## config.mk

```make
export PLATFORM = sky130hd
export DESIGN_NAME = uart_receiver
export DESIGN_NICKNAME = d
export VERILOG_FILES = /design/src/rtl/uart_receiver.sv
export SDC_FILE = /design/constraint.sdc
export NUM_CORES = 1
export LEC_CHECK = 0
export BUFFER_PORTS_ARGS = -buffer_cell sky130_fd_sc_hd__clkbuf_2
export CORE_MARGIN = 4
export CORE_UTILIZATION = 45
export CTS_CLUSTER_SIZE = 25
export DETAILED_ROUTE_END_ITERATION = 6
export PLACE_DENSITY = 0.66
export REMOVE_ABC_BUFFERS = 1
export SLEW_MARGIN = 0
export SYNTH_ARGS = -nofsm -noshare
export SYNTH_HDL_FRONTEND = slang
export SYNTH_SLANG_ARGS = --single-unit
```

## constraint.sdc

```tcl
create_clock -name clk -period 2 [get_ports clk]
set_input_delay 0.1 -clock clk [delete_from_list [all_inputs] [get_ports clk]]
set_output_delay 0.1 -clock clk [all_outputs]
set_load 0.02 [all_outputs]
```

## src/rtl/uart_receiver.sv

```systemverilog
// 8N1 UART receiver: mid-bit sampling with a fixed divider, good bytes go to the RX FIFO,
// framing and overrun errors are reported as single-cycle pulses.
module uart_receiver #(
    parameter int unsigned CLKS_PER_BIT = 868,
    parameter int unsigned DATA_WIDTH   = 8
) (
    input  logic                  clk,
    input  logic                  reset_n,
    input  logic                  rx,
    input  logic                  fifo_full,
    output logic                  fifo_wr_en,
    output logic [DATA_WIDTH-1:0] fifo_din,
    output logic                  frame_err,
    output logic                  overrun_err,
    output logic                  busy
);

    localparam int unsigned CNT_W = $clog2(CLKS_PER_BIT);
    localparam int unsigned IDX_W = (DATA_WIDTH > 1) ? $clog2(DATA_WIDTH) : 1;

    localparam logic [CNT_W-1:0] HALF_LAST = CNT_W'(CLKS_PER_BIT / 2 - 1);
    localparam logic [CNT_W-1:0] BIT_LAST  = CNT_W'(CLKS_PER_BIT - 1);
    localparam logic [IDX_W-1:0] IDX_LAST  = IDX_W'(DATA_WIDTH - 1);

    localparam logic [2:0] S_IDLE  = 3'd0;
    localparam logic [2:0] S_START = 3'd1;
    localparam logic [2:0] S_DATA  = 3'd2;
    localparam logic [2:0] S_STOP  = 3'd3;
    localparam logic [2:0] S_BREAK = 3'd4;

    logic                  rx_meta;
    logic                  rx_s;
    logic [2:0]            state;
    logic [2:0]            state_n;
    logic [CNT_W-1:0]      clk_cnt;
    logic [CNT_W-1:0]      clk_cnt_n;
    logic [IDX_W-1:0]      bit_idx;
    logic [IDX_W-1:0]      bit_idx_n;
    logic [DATA_WIDTH-1:0] shift_reg;
    logic [DATA_WIDTH-1:0] shift_n;
    logic [DATA_WIDTH-1:0] din_n;
    logic                  wr_en_n;
    logic                  frame_err_n;
    logic                  overrun_n;

    // State, datapath and registered outputs; sync flops reset to the idle-high line level
    always_ff @(posedge clk) begin
        if (!reset_n) begin
            rx_meta     <= 1'b1;
            rx_s        <= 1'b1;
            state       <= S_IDLE;
            clk_cnt     <= '0;
            bit_idx     <= '0;
            shift_reg   <= '0;
            fifo_wr_en  <= 1'b0;
            fifo_din    <= '0;
            frame_err   <= 1'b0;
            overrun_err <= 1'b0;
            busy        <= 1'b0;
        end else begin
            rx_meta     <= rx;
            rx_s        <= rx_meta;
            state       <= state_n;
            clk_cnt     <= clk_cnt_n;
            bit_idx     <= bit_idx_n;
            shift_reg   <= shift_n;
            fifo_wr_en  <= wr_en_n;
            fifo_din    <= din_n;
            frame_err   <= frame_err_n;
            overrun_err <= overrun_n;
            busy        <= (state_n != S_IDLE);
        end
    end

    // Next-state and output decode
    always_comb begin
        state_n     = state;
        clk_cnt_n   = clk_cnt;
        bit_idx_n   = bit_idx;
        shift_n     = shift_reg;
        din_n       = fifo_din;
        wr_en_n     = 1'b0;
        frame_err_n = 1'b0;
        overrun_n   = 1'b0;

        case (state)
            S_IDLE: begin
                if (!rx_s) begin
                    state_n   = S_START;
                    clk_cnt_n = '0;
                end
            end
            S_START: begin
                if (clk_cnt == HALF_LAST) begin
                    clk_cnt_n = '0;
                    if (!rx_s) begin
                        state_n   = S_DATA;
                        bit_idx_n = '0;
                    end else begin
                        state_n = S_IDLE;
                    end
                end else begin
                    clk_cnt_n = clk_cnt + CNT_W'(1);
                end
            end
            S_DATA: begin
                if (clk_cnt == BIT_LAST) begin
                    clk_cnt_n = '0;
                    shift_n   = {rx_s, shift_reg[DATA_WIDTH-1:1]};
                    if (bit_idx == IDX_LAST) begin
                        state_n = S_STOP;
                    end else begin
                        bit_idx_n = bit_idx + IDX_W'(1);
                    end
                end else begin
                    clk_cnt_n = clk_cnt + CNT_W'(1);
                end
            end
            S_STOP: begin
                if (clk_cnt == BIT_LAST) begin
                    clk_cnt_n = '0;
                    if (rx_s) begin
                        state_n = S_IDLE;
                        if (fifo_full) begin
                            overrun_n = 1'b1;
                        end else begin
                            wr_en_n = 1'b1;
                            din_n   = shift_reg;
                        end
                    end else begin
                        frame_err_n = 1'b1;
                        state_n     = S_BREAK;
                    end
                end else begin
                    clk_cnt_n = clk_cnt + CNT_W'(1);
                end
            end
            // A held-low line must return high before a new start edge is accepted
            S_BREAK: begin
                if (rx_s) begin
                    state_n = S_IDLE;
                end
            end
            default: begin
                state_n = S_IDLE;
            end
        endcase
    end

endmodule

```

==> Word-level counts from Yosys, hierarchy flattened <==
Cells that the tools add are included.
{ "classes": {"shifts": 0, "add_sub_neg": 2, "reduce_logical": 11, "mul": 0, "div_mod_pow": 0, "magnitude_cmp": 0, "bitwise_logic": 1, "eq_ne": 12, "mux": 21} }
{ "op_table": {"columns": ["op", "n"], "rows": [
  ["3-bit two-way mux", 11],
  ["10-bit two-way mux", 3],
  ["10-bit one-hot mux with 3 select lines", 1],
  ["3-bit one-hot mux with 5 select lines", 1],
  ["10-bit by 1-bit adder with 10-bit output, second input constant", 1],
  ["10-bit == test, second input constant", 1],
  ["10-bit by 9-bit == test with 1-bit output, second input constant", 1],
  ["2-bit inequality test, second input constant", 5],
  ["4-bit AND reduction", 2],
  ["3-bit by 2-bit == test with 1-bit output, second input constant", 2],
  ["3-bit == test, second input constant", 2],
  ["3-bit one-hot mux with 2 select lines", 1],
  ["3-bit nonzero test", 2],
  ["5-bit AND reduction", 1],
  ["2-bit AND reduction", 2],
  ["3-bit by 1-bit adder with 3-bit output, second input constant", 1],
  ["3-bit by 1-bit == test with 1-bit output, second input constant", 1],
  ["3-bit zero test", 1],
  ["1-bit two-way mux", 3],
  ["3-bit AND reduction", 1],
  ["2-bit two-way mux", 1],
  ["2-bit nonzero test", 1],
  ["2-bit OR reduction", 1],
  ["1-bit NOT", 1]
]} }
{ "totals": {"word_cells": 58, "ram_bits": 0, "ff_bits": 38, "inputBits": 4, "out_inout_bits": 12, "mem_bits_ro": 0, "n_memories": 0, "latch_bits": 0} }

==> Longest topological paths before layout <==
Gate-level depths: netlist of run 1.
{ "logic_depth": {"depth_word": 5, "ltp_mapped": 7, "ltp_nobuf": 7} }

==> Least setup slack after synthesis of run 1 <==
Ideal clock, no wire load.
{ "synth_path": {"path_type": "register -> register", "from": "register clk_cnt[0]", "to": "register clk_cnt[6]", "slack_ns": 0.179, "period_less_slack_ns": 1.821, "setup_ns": 0.117, "path_stages_with_launch": 8, "t_required_ns": 1.883, "t_arrival_ns": 1.704, "path_buffers": 1, "path_cell_list": "dfxtp_1 ha_1 nand4b_1 or3b_1 buf_6 a32oi_4 o21ai_1 a22o_1"} }
{ "synth_between": {"elab_chain_len": 3, "word_cells_on_any_way": 6, "cone_classes": "add/sub (1); eq/ne (2); mux (3)"} }
{ "synth_lines": {"columns": ["element", "line", "rtl"], "rows": [
  ["start, declared", "35", "logic [CNT_W-1:0] clk_cnt;"],
  ["start signal, assigned", "64", "clk_cnt <= clk_cnt_n;"],
  ["10-bit by 1-bit adder with 10-bit output (tied with other cells)", "103, 116, 135", null],
  ["10-bit two-way mux (on tied branches)", "107, 120, 94", null],
  ["10-bit one-hot mux with 3 select lines *", "86", "case (state)"]
]} }
Every way passes the cells marked *; elsewhere a longest branch is shown, timed or not.
A chain may end at the register's enable or synchronous reset.

==> Worst setup path in the final report of run 1 <==
{ "layout_path": {"from": "register clk_cnt[1]", "to": "register clk_cnt[6]"} }
Same word-level chain as after synthesis.

==> results.tsv, run 1 <==
stage	metric	value	unit
route	drt_met1_wl	1610	µm
sta	timing.final.max_slew_violations	0	
yosys	area_of_the_mapped_netlist	1750	µm²
yosys	synth-xor-area-share	0.0100	
yosys	post_synth_inst_count	179	
route	first_drt_iteration_drcs	94	
yosys	synth-adder-area-share	0.0286	
yosys	synth_top_flop_cell	sky130_fd_sc_hd__dfxtp_1	
worst_setup_path	critical_path_rt	2.19	ns
clock_tree	cts_max_level	2	
yosys	yosys_warnings	0	
sta	finalCriticalPeriod	1.94	ns
clock_tree	clkLatencyLatePin	0.29	ns
finish	largest_reg_flops	10	
outcome	run_status	complete, no violations	
worst_hold_path	hold_class	primary input to flop	
worst_setup_path	startpoint_type	flop	
worst_setup_path	crit_path_cell_chain	ha_2, nand4b_1, or3b_4, a32oi_4, o21ai_1, a22o_1	
yosys	ys_seq_area_frac	0.434	
placement	port-buffer-count	15	
route	pre_antenna_drt_iters	4	
pwr	vdd.ir_drop.worst	0.514	mV
finish	num-nets-final	215	
grt	first_pass_grt_wire_length	5980	µm
yosys	yosys.area_share.simple	0.259	
finish	area_growth	20.2	%
yosys	synth-seq-cells	38	
floorplanning	design.portCount	16	
sta	report.final.setup_viol	0	
sta	final.setup.tns	0	ns
route	vias	1377	
finish	layout.cells.most_common	sky130_fd_sc_hd__dfxtp_1	
route	via_per_inst	5.38	
grt	globalRouteTotalUtil	0.153	
worst_setup_path	worstSetupPathType	flop to flop	
placement	dp_hpwl	2560	µm
finish	layout_common_cells	sky130_fd_sc_hd__dfxtp_1 (37), sky130_fd_sc_hd__nor2_1 (27), sky130_fd_sc_hd__mux2i_1 (19), sky130_fd_sc_hd__clkbuf_2 (15), sky130_fd_sc_hd__buf_4 (12)	
clock_tree	tritoncts	yes	
yosys	synth_enable_flop_cells	0	
clock_tree	cts_max_path_buffers	2	
floorplanning	die_h	70.4	µm
worst_setup_path	timing.reg2reg.setup_slack	0.06	ns
sta	slew-limit-headroom	0.745	
floorplanning	design.die.area	4950	µm²
clock_tree	numCtsBuffers	5	
route	drt_drc_violations_left	0	
route	met2RoutedLength	1720	µm
finish	nFillCells	346	
sta	timing.final.crit_share	0.970	
worst_setup_path	timing.critical_path.slowest_stage_cell	sky130_fd_sc_hd__or3b_4	
yosys	synth_top_family_by_area	simple AND/OR/NAND/NOR gates	
worst_setup_path	crit_path_arrival_time	2.13	ns
floorplanning	start_util	0.471	
route	routed_wire_length_per_instance	14.0	µm
worst_setup_path	critPathMaxStageDelay	0.51	ns
clock_tree	cts.reportedPaths.clkPinSlew	0.07	ns
yosys	postSynthAreaPerCell	9.79	µm²
grt	maximum_number_of_pins_on_one_net_before_global_route_repair	23	
grt	gr-total-overflow	0	
worst_setup_path	critPathCaptureType	flop	
route	wirelength	3580	µm
sta	timing.final.hold_violations	0	
route	top_signal_layer_used	met4	
grt	antenna_found_initial	0	
yosys	yosysUniqueCellTypes	45	
worst_setup_path	worst-path-max-fanout	5	
worst_setup_path	timing.critical_path.buf_inv	0	
route	antenna_left	0	
job	cap_viol_max_count	0	
yosys	synth_compound_gate_area_share	0.126	
clock_tree	clock-sinks	38	
yosys	synthArstFlopShare	0	
placement	gp_routability_congestion	0.913	
sta	timing.fmax	515	MHz
finish	layout_cells_sized_above_1	0.240	
yosys	fraction_of_synthesized_area_in_multiplexers	0.115	
floorplanning	die-width	70.4	µm
sta	setup_repair_after_global_routing_missed_its_margin	yes	
worst_setup_path	critical-path-top-delay-family	simple AND/OR/NAND/NOR gates	
floorplanning	floorplan_row_count	22	
pwr	power.total	0.00163	W
grt	first_global_vias	1317	
floorplanning	floorplan.core_area	3720	µm²
finish	num_antenna_cells	0	
sta	tightest_slew	0.382	ns
clock_tree	cts-root-buf	sky130_fd_sc_hd__clkbuf_8	
pwr	pwr_density_cell	774	nW/µm²
pwr	leakage	0.931	nW
route	met3_wire_len	190	µm
sta	setup_clock_skew_after_layout	0.00574	ns
==> cell families (layout without fill, tap and decap cells) <==
| kind of cell | count (synthesis) | after routing |
|---|---|---|
| compound gates | 29 | 29 |
| xor+xnor | 2 | 2 |
| fa+ha+maj | 4 | 4 |
| buf+inv | 10 | 39 |
| flops | 38 | 38 |
| mux | 20 | 20 |
| simple gates | 76 | 76 |
==> area by class of cell <==
type	instances	area [µm²]	area share
inverter	3	11.3	0.00535
tap	48	60.1	0.0285
multi-input combinational	131	955	0.453
sequential	38	762	0.362
timing repair buffer	28	175	0.0832
clock inverter	2	60.1	0.0285
clock buffer	6	82.6	0.0392
==> per-layer routing <==
layer	vias up	global-route usage
met2	34	0.243
met1	650	0.183
met3	6	0.0590
met4	0	0.0681
met5	-	0
li1	687	-
==> Yosys cell counts, types with 2 or more instances <==
cell	n	share of area
sky130_fd_sc_hd__inv_1	3	0.0064
sky130_fd_sc_hd__a21o_1	2	0.0086
sky130_fd_sc_hd__mux2i_1	19	0.11
sky130_fd_sc_hd__a31oi_1	2	0.0071
sky130_fd_sc_hd__nand3_1	5	0.014
sky130_fd_sc_hd__clkbuf_1	3	0.0064
sky130_fd_sc_hd__nand2_1	8	0.017
sky130_fd_sc_hd__o21ai_1	4	0.011
sky130_fd_sc_hd__dfxtp_1	38	0.43
sky130_fd_sc_hd__o21ai_0	2	0.0057
sky130_fd_sc_hd__buf_2	2	0.0057
sky130_fd_sc_hd__nor2b_1	6	0.021
sky130_fd_sc_hd__xnor2_1	2	0.010
sky130_fd_sc_hd__nand2b_1	4	0.014
sky130_fd_sc_hd__or3_1	4	0.014
sky130_fd_sc_hd__nor2_1	27	0.058
sky130_fd_sc_hd__a22o_1	6	0.030
sky130_fd_sc_hd__a21oi_1	6	0.017
sky130_fd_sc_hd__nand4b_1	2	0.010
sky130_fd_sc_hd__ha_1	4	0.029
sky130_fd_sc_hd__and3_1	2	0.0071
sky130_fd_sc_hd__nor3b_2	2	0.014
sky130_fd_sc_hd__and2_1	4	0.014
==> final timing paths <==
path | to | depth (start not counted) | start
hold reg to reg | rx_s$_SDFF_PN1_ | 1 | rx_meta$_SDFF_PN1_
setup / recovery | clk_cnt[6]$_SDFFE_PN0P_ | 6 | clk_cnt[1]$_SDFFE_PN0P_
setup reg to reg | clk_cnt[6]$_SDFFE_PN0P_ | 6 | clk_cnt[1]$_SDFFE_PN0P_
hold / removal | overrun_err$_SDFF_PN0_ | 3 | fifo_full
==> worst register-to-register path, cell delays in order, from the launching register on <==
cell and delay, ns:
sky130_fd_sc_hd__dfxtp_2 0.35, sky130_fd_sc_hd__ha_2 0.20, sky130_fd_sc_hd__nand4b_1 0.20, sky130_fd_sc_hd__or3b_4 0.51, sky130_fd_sc_hd__a32oi_4 0.21, sky130_fd_sc_hd__o21ai_1 0.11
sky130_fd_sc_hd__a22o_1 0.25
==> power by group <==
group | switching [W] | internal [W] | leakage [nW]
Clock | 0.000267 | 0.000532 | 0.0714
Sequential | 0.00000641 | 0.000762 | 0.307
Combinational | 0.0000361 | 0.0000260 | 0.552
==> timing repair <==
action                                  4_1_cts  5_1_grt
resized for setup                             1        3
hold buffers                                  1        0
endpoints found under the setup margin        6        9
buffers inserted                              0        4
pin swaps                                     0        2
hold endpoints to repair                      1        0
==> per-stage QoR <==
step | utilization | area [µm²] | setup WS (ns) | hold WS, ns | instances
2_1_floorplan | - | 1720 | 0.125 | 0.173 | 172
3_3_place_gp | 0.514 | 1910 | 0.0707 | 0.284 | 243
3_5_place_dp | 0.514 | 1910 | -0.0351 | 0.293 | 243
4_1_cts | 0.556 | 2070 | 0.0227 | 0.0395 | 252
5_1_grt | 0.567 | 2110 | -0.0213 | 0.0451 | 256
6_report | 0.567 | 2110 | 0.0594 | 0.0469 | 256
Power figures use the tool's default switching activity.
==> run 2: changes to the inputs <==
- ABC_AREA: default -> 1
==> results.tsv, run 2 <==
stage	metric	value	unit
floorplanning	design.portCount	16	
yosys	yosys_warnings	0	
worst_setup_path	worst-path-max-fanout	11	
sta	timing.final.max_slew_violations	0	
yosys	synth_area_leader_cell	sky130_fd_sc_hd__dfxtp_1	
yosys	synth-seq-cells	38	
yosys	postSynthAreaPerCell	7.21	µm²
finish	layout_common_cells	sky130_fd_sc_hd__nor2_1 (54), sky130_fd_sc_hd__nand2_1 (39), sky130_fd_sc_hd__dfxtp_1 (38), sky130_fd_sc_hd__inv_1 (28), sky130_fd_sc_hd__o21ai_0 (18)	
worst_setup_path	worstSetupPathType	flop to flop	
finish	num-nets-final	285	
finish	nFillCells	415	
finish	post_layout_nonfiller_instances	328	
route	drt_drc_violations_left	0	
grt	first_pass_grt_wire_length	6790	µm
sta	timing.final.hold_violations	0	
floorplanning	floorplan_row_count	23	
placement	port-buffer-count	15	
sta	timing.final.crit_share	0.848	
finish	final_area	2070	µm²
route	antenna_left	0	
clock_tree	cts_repair_resize_count	0	
pwr	vdd.ir_drop.worst	0.531	mV
sta	report.final.setup_viol	0	
grt	gr-total-overflow	0	
placement	dpl_cell_area	1970	µm²
sta	fin_worst_hold_slack	0.358	ns
pwr	leakage	0.937	nW
floorplanning	start_util	0.465	
clock_tree	cts_max_level	2	
yosys	yosysUniqueCellTypes	32	
worst_setup_path	critPathCaptureType	flop	
yosys	yosysMostFrequentCell	sky130_fd_sc_hd__nor2_1	
worst_setup_path	timing.reg2reg.setup_slack	0.30	ns
worst_setup_path	critical_path_rt	2.19	ns
route	routed_wire_length_per_instance	11.3	µm
yosys	post_synth_inst_count	256	
worst_hold_path	hold_path_startpoint	reset_n	
route	pre_antenna_drt_iters	4	
sta	tightest_slew	0.493	ns
placement	placed_cells	318	
placement	gp_routability_congestion	0.876	
yosys	synth_enable_flop_cells	0	
worst_setup_path	reg2reg_from	clk_cnt[0]$_SDFFE_PN0P_	
floorplanning	die-width	72.1	µm
finish	area_growth	12.3	%
clock_tree	cts_max_path_buffers	2	
finish	largest_reg_flops	10	
sta	setup_repair_after_global_routing_missed_its_margin	no	
sta	final.setup.tns	0	ns
worst_hold_path	hold_class	primary input to flop	
yosys	synthArstFlopShare	0	
grt	globalRouteTotalUtil	0.164	
pwr	pwr_density_cell	655	nW/µm²
job	cap_viol_max_count	0	
grt	first_global_vias	1527	
route	wirelength	3700	µm
clock_tree	tritoncts	yes	
sta	slew-limit-headroom	0.671	
grt	maximum_number_of_pins_on_one_net_before_global_route_repair	27	
finish	layout.cells.most_common	sky130_fd_sc_hd__nor2_1	
yosys	ys_seq_area_frac	0.412	
grt	antenna_found_initial	0	
worst_setup_path	crit_path_arrival_time	1.88	ns
clock_tree	cts-root-buf	sky130_fd_sc_hd__clkbuf_8	
placement	dp_hpwl	2770	µm
clock_tree	cts.reportedPaths.clkPinSlew	0.08	ns
clock_tree	clkLatencyLatePin	0.29	ns
outcome	run_status	complete, no violations	
worst_hold_path	depth_of_the_worst_hold_timing_path	3	
yosys	area_of_the_mapped_netlist	1850	µm²
sta	setup_clock_skew_after_layout	0.00724	ns
yosys	yosys-top-cells-count	sky130_fd_sc_hd__nor2_1 (54), sky130_fd_sc_hd__nand2_1 (39), sky130_fd_sc_hd__dfxtp_1 (38), sky130_fd_sc_hd__inv_1 (28), sky130_fd_sc_hd__o21ai_0 (18)	
clock_tree	clock-sinks	38	
worst_setup_path	worst-r2r-cell-count	8	
finish	num_antenna_cells	0	
route	vias	1631	
floorplanning	die_h	72.1	µm
route	via_per_inst	4.97	
worst_setup_path	timing.rr.end	shift_reg[3]$_SDFFE_PN0P_	
worst_hold_path	whs_endpoint	clk_cnt[8]$_SDFFE_PN0P_	
floorplanning	design.die.area	5190	µm²
clock_tree	numCtsBuffers	5	
yosys	synth.top_cell.area_share	0.412	
finish	layout_cells_sized_above_1	0.180	
yosys	synth.top_cells.by_area	sky130_fd_sc_hd__dfxtp_1 (41%), sky130_fd_sc_hd__nor2_1 (11%), sky130_fd_sc_hd__nand2_1 (7.9%)	
yosys	synth_top_flop_cell	sky130_fd_sc_hd__dfxtp_1	
route	first_drt_iteration_drcs	87	
worst_setup_path	startpoint_type	flop	
floorplanning	floorplan.core_area	3970	µm²
sta	timing.fmax	590	MHz
sta	finalCriticalPeriod	1.70	ns
-- run 2: how the worst max path moves through the flow --
stage                            startpoint                   endpoint  slack [ns]
finish              clk_cnt[0]$_SDFFE_PN0P_  shift_reg[3]$_SDFFE_PN0P_        0.30
global route        clk_cnt[0]$_SDFFE_PN0P_            busy$_SDFF_PN0_        0.03
detailed placement  clk_cnt[0]$_SDFFE_PN0P_  shift_reg[3]$_SDFFE_PN0P_        0.29
floorplan           clk_cnt[0]$_SDFFE_PN0P_  shift_reg[0]$_SDFFE_PN0P_        0.53
global placement    clk_cnt[0]$_SDFFE_PN0P_  shift_reg[4]$_SDFFE_PN0P_        0.35
CTS                 clk_cnt[0]$_SDFFE_PN0P_  shift_reg[3]$_SDFFE_PN0P_        0.29
-- run 2: what timing repair did --
item | CTS | global route
hold endpoints to repair | 2 | 0
setup buffers | 0 | 0
hold buffers | 2 | 0
-- run 2: layer usage --
layer  vias to the layer above  global-route usage  share of wire
met5                         -                   0              0
met4                         0              0.0564         0.0095
met3                         4              0.0429          0.044
met2                        33               0.248           0.46
met1                       740               0.225           0.49
li1                        854                   -              -
-- run 2: where the power goes --
part	total, W	internal (W)	switching, W
Clock	0.000515	0.000246	0.000269
Combinational	0.0000726	0.0000255	0.0000471
Sequential	0.000771	0.000764	0.00000744
-- run 2: critical path: stages, from the launching register on --
cell,delay (ns)
sky130_fd_sc_hd__dfxtp_1,0.39
sky130_fd_sc_hd__ha_1,0.21
sky130_fd_sc_hd__nand2_1,0.06
sky130_fd_sc_hd__nor2_1,0.12
sky130_fd_sc_hd__nand4_1,0.15
sky130_fd_sc_hd__nor2_2,0.36
sky130_fd_sc_hd__inv_2,0.14
sky130_fd_sc_hd__nor2_1,0.12
sky130_fd_sc_hd__nor2_1,0.05
-- run 2: through the flow --
stage | power [W] | util | setup WS (ns)
after floorplan | 0.000836 | - | 0.532
after global placement | 0.000858 | 0.496 | 0.352
after detailed placement | 0.000858 | 0.496 | 0.293
after CTS | 0.00138 | 0.522 | 0.286
after global routing | 0.00143 | 0.522 | 0.0279
final | 0.00136 | 0.522 | 0.304
-- run 2: cells by family (layout without fill, tap and decap cells) --
kind of cell	Yosys count	count (layout)	share of synthesized area
xor gates and xnor gates	4	4	0.0190
and+or+nand+nor	142	142	0.371
AOI/OAI and AO/OA	28	28	0.0833
adders and majority gates	4	4	0.0271
DFF	38	38	0.412
buffers and inverters	40	62	0.0874
-- run 2: cell type report --
| cell class | instances | area [µm²] | area share |
|---|---|---|---|
| Multi-Input combinational cell | 178 | 925 | 0.446 |
| Inverter | 36 | 138 | 0.0663 |
| Clock buffer | 6 | 72.6 | 0.0350 |
| Tap cell | 50 | 62.6 | 0.0302 |
| Clock inverter | 2 | 13.8 | 0.00663 |
| Timing Repair Buffer | 18 | 103 | 0.0495 |
| Sequential cell | 38 | 761 | 0.367 |
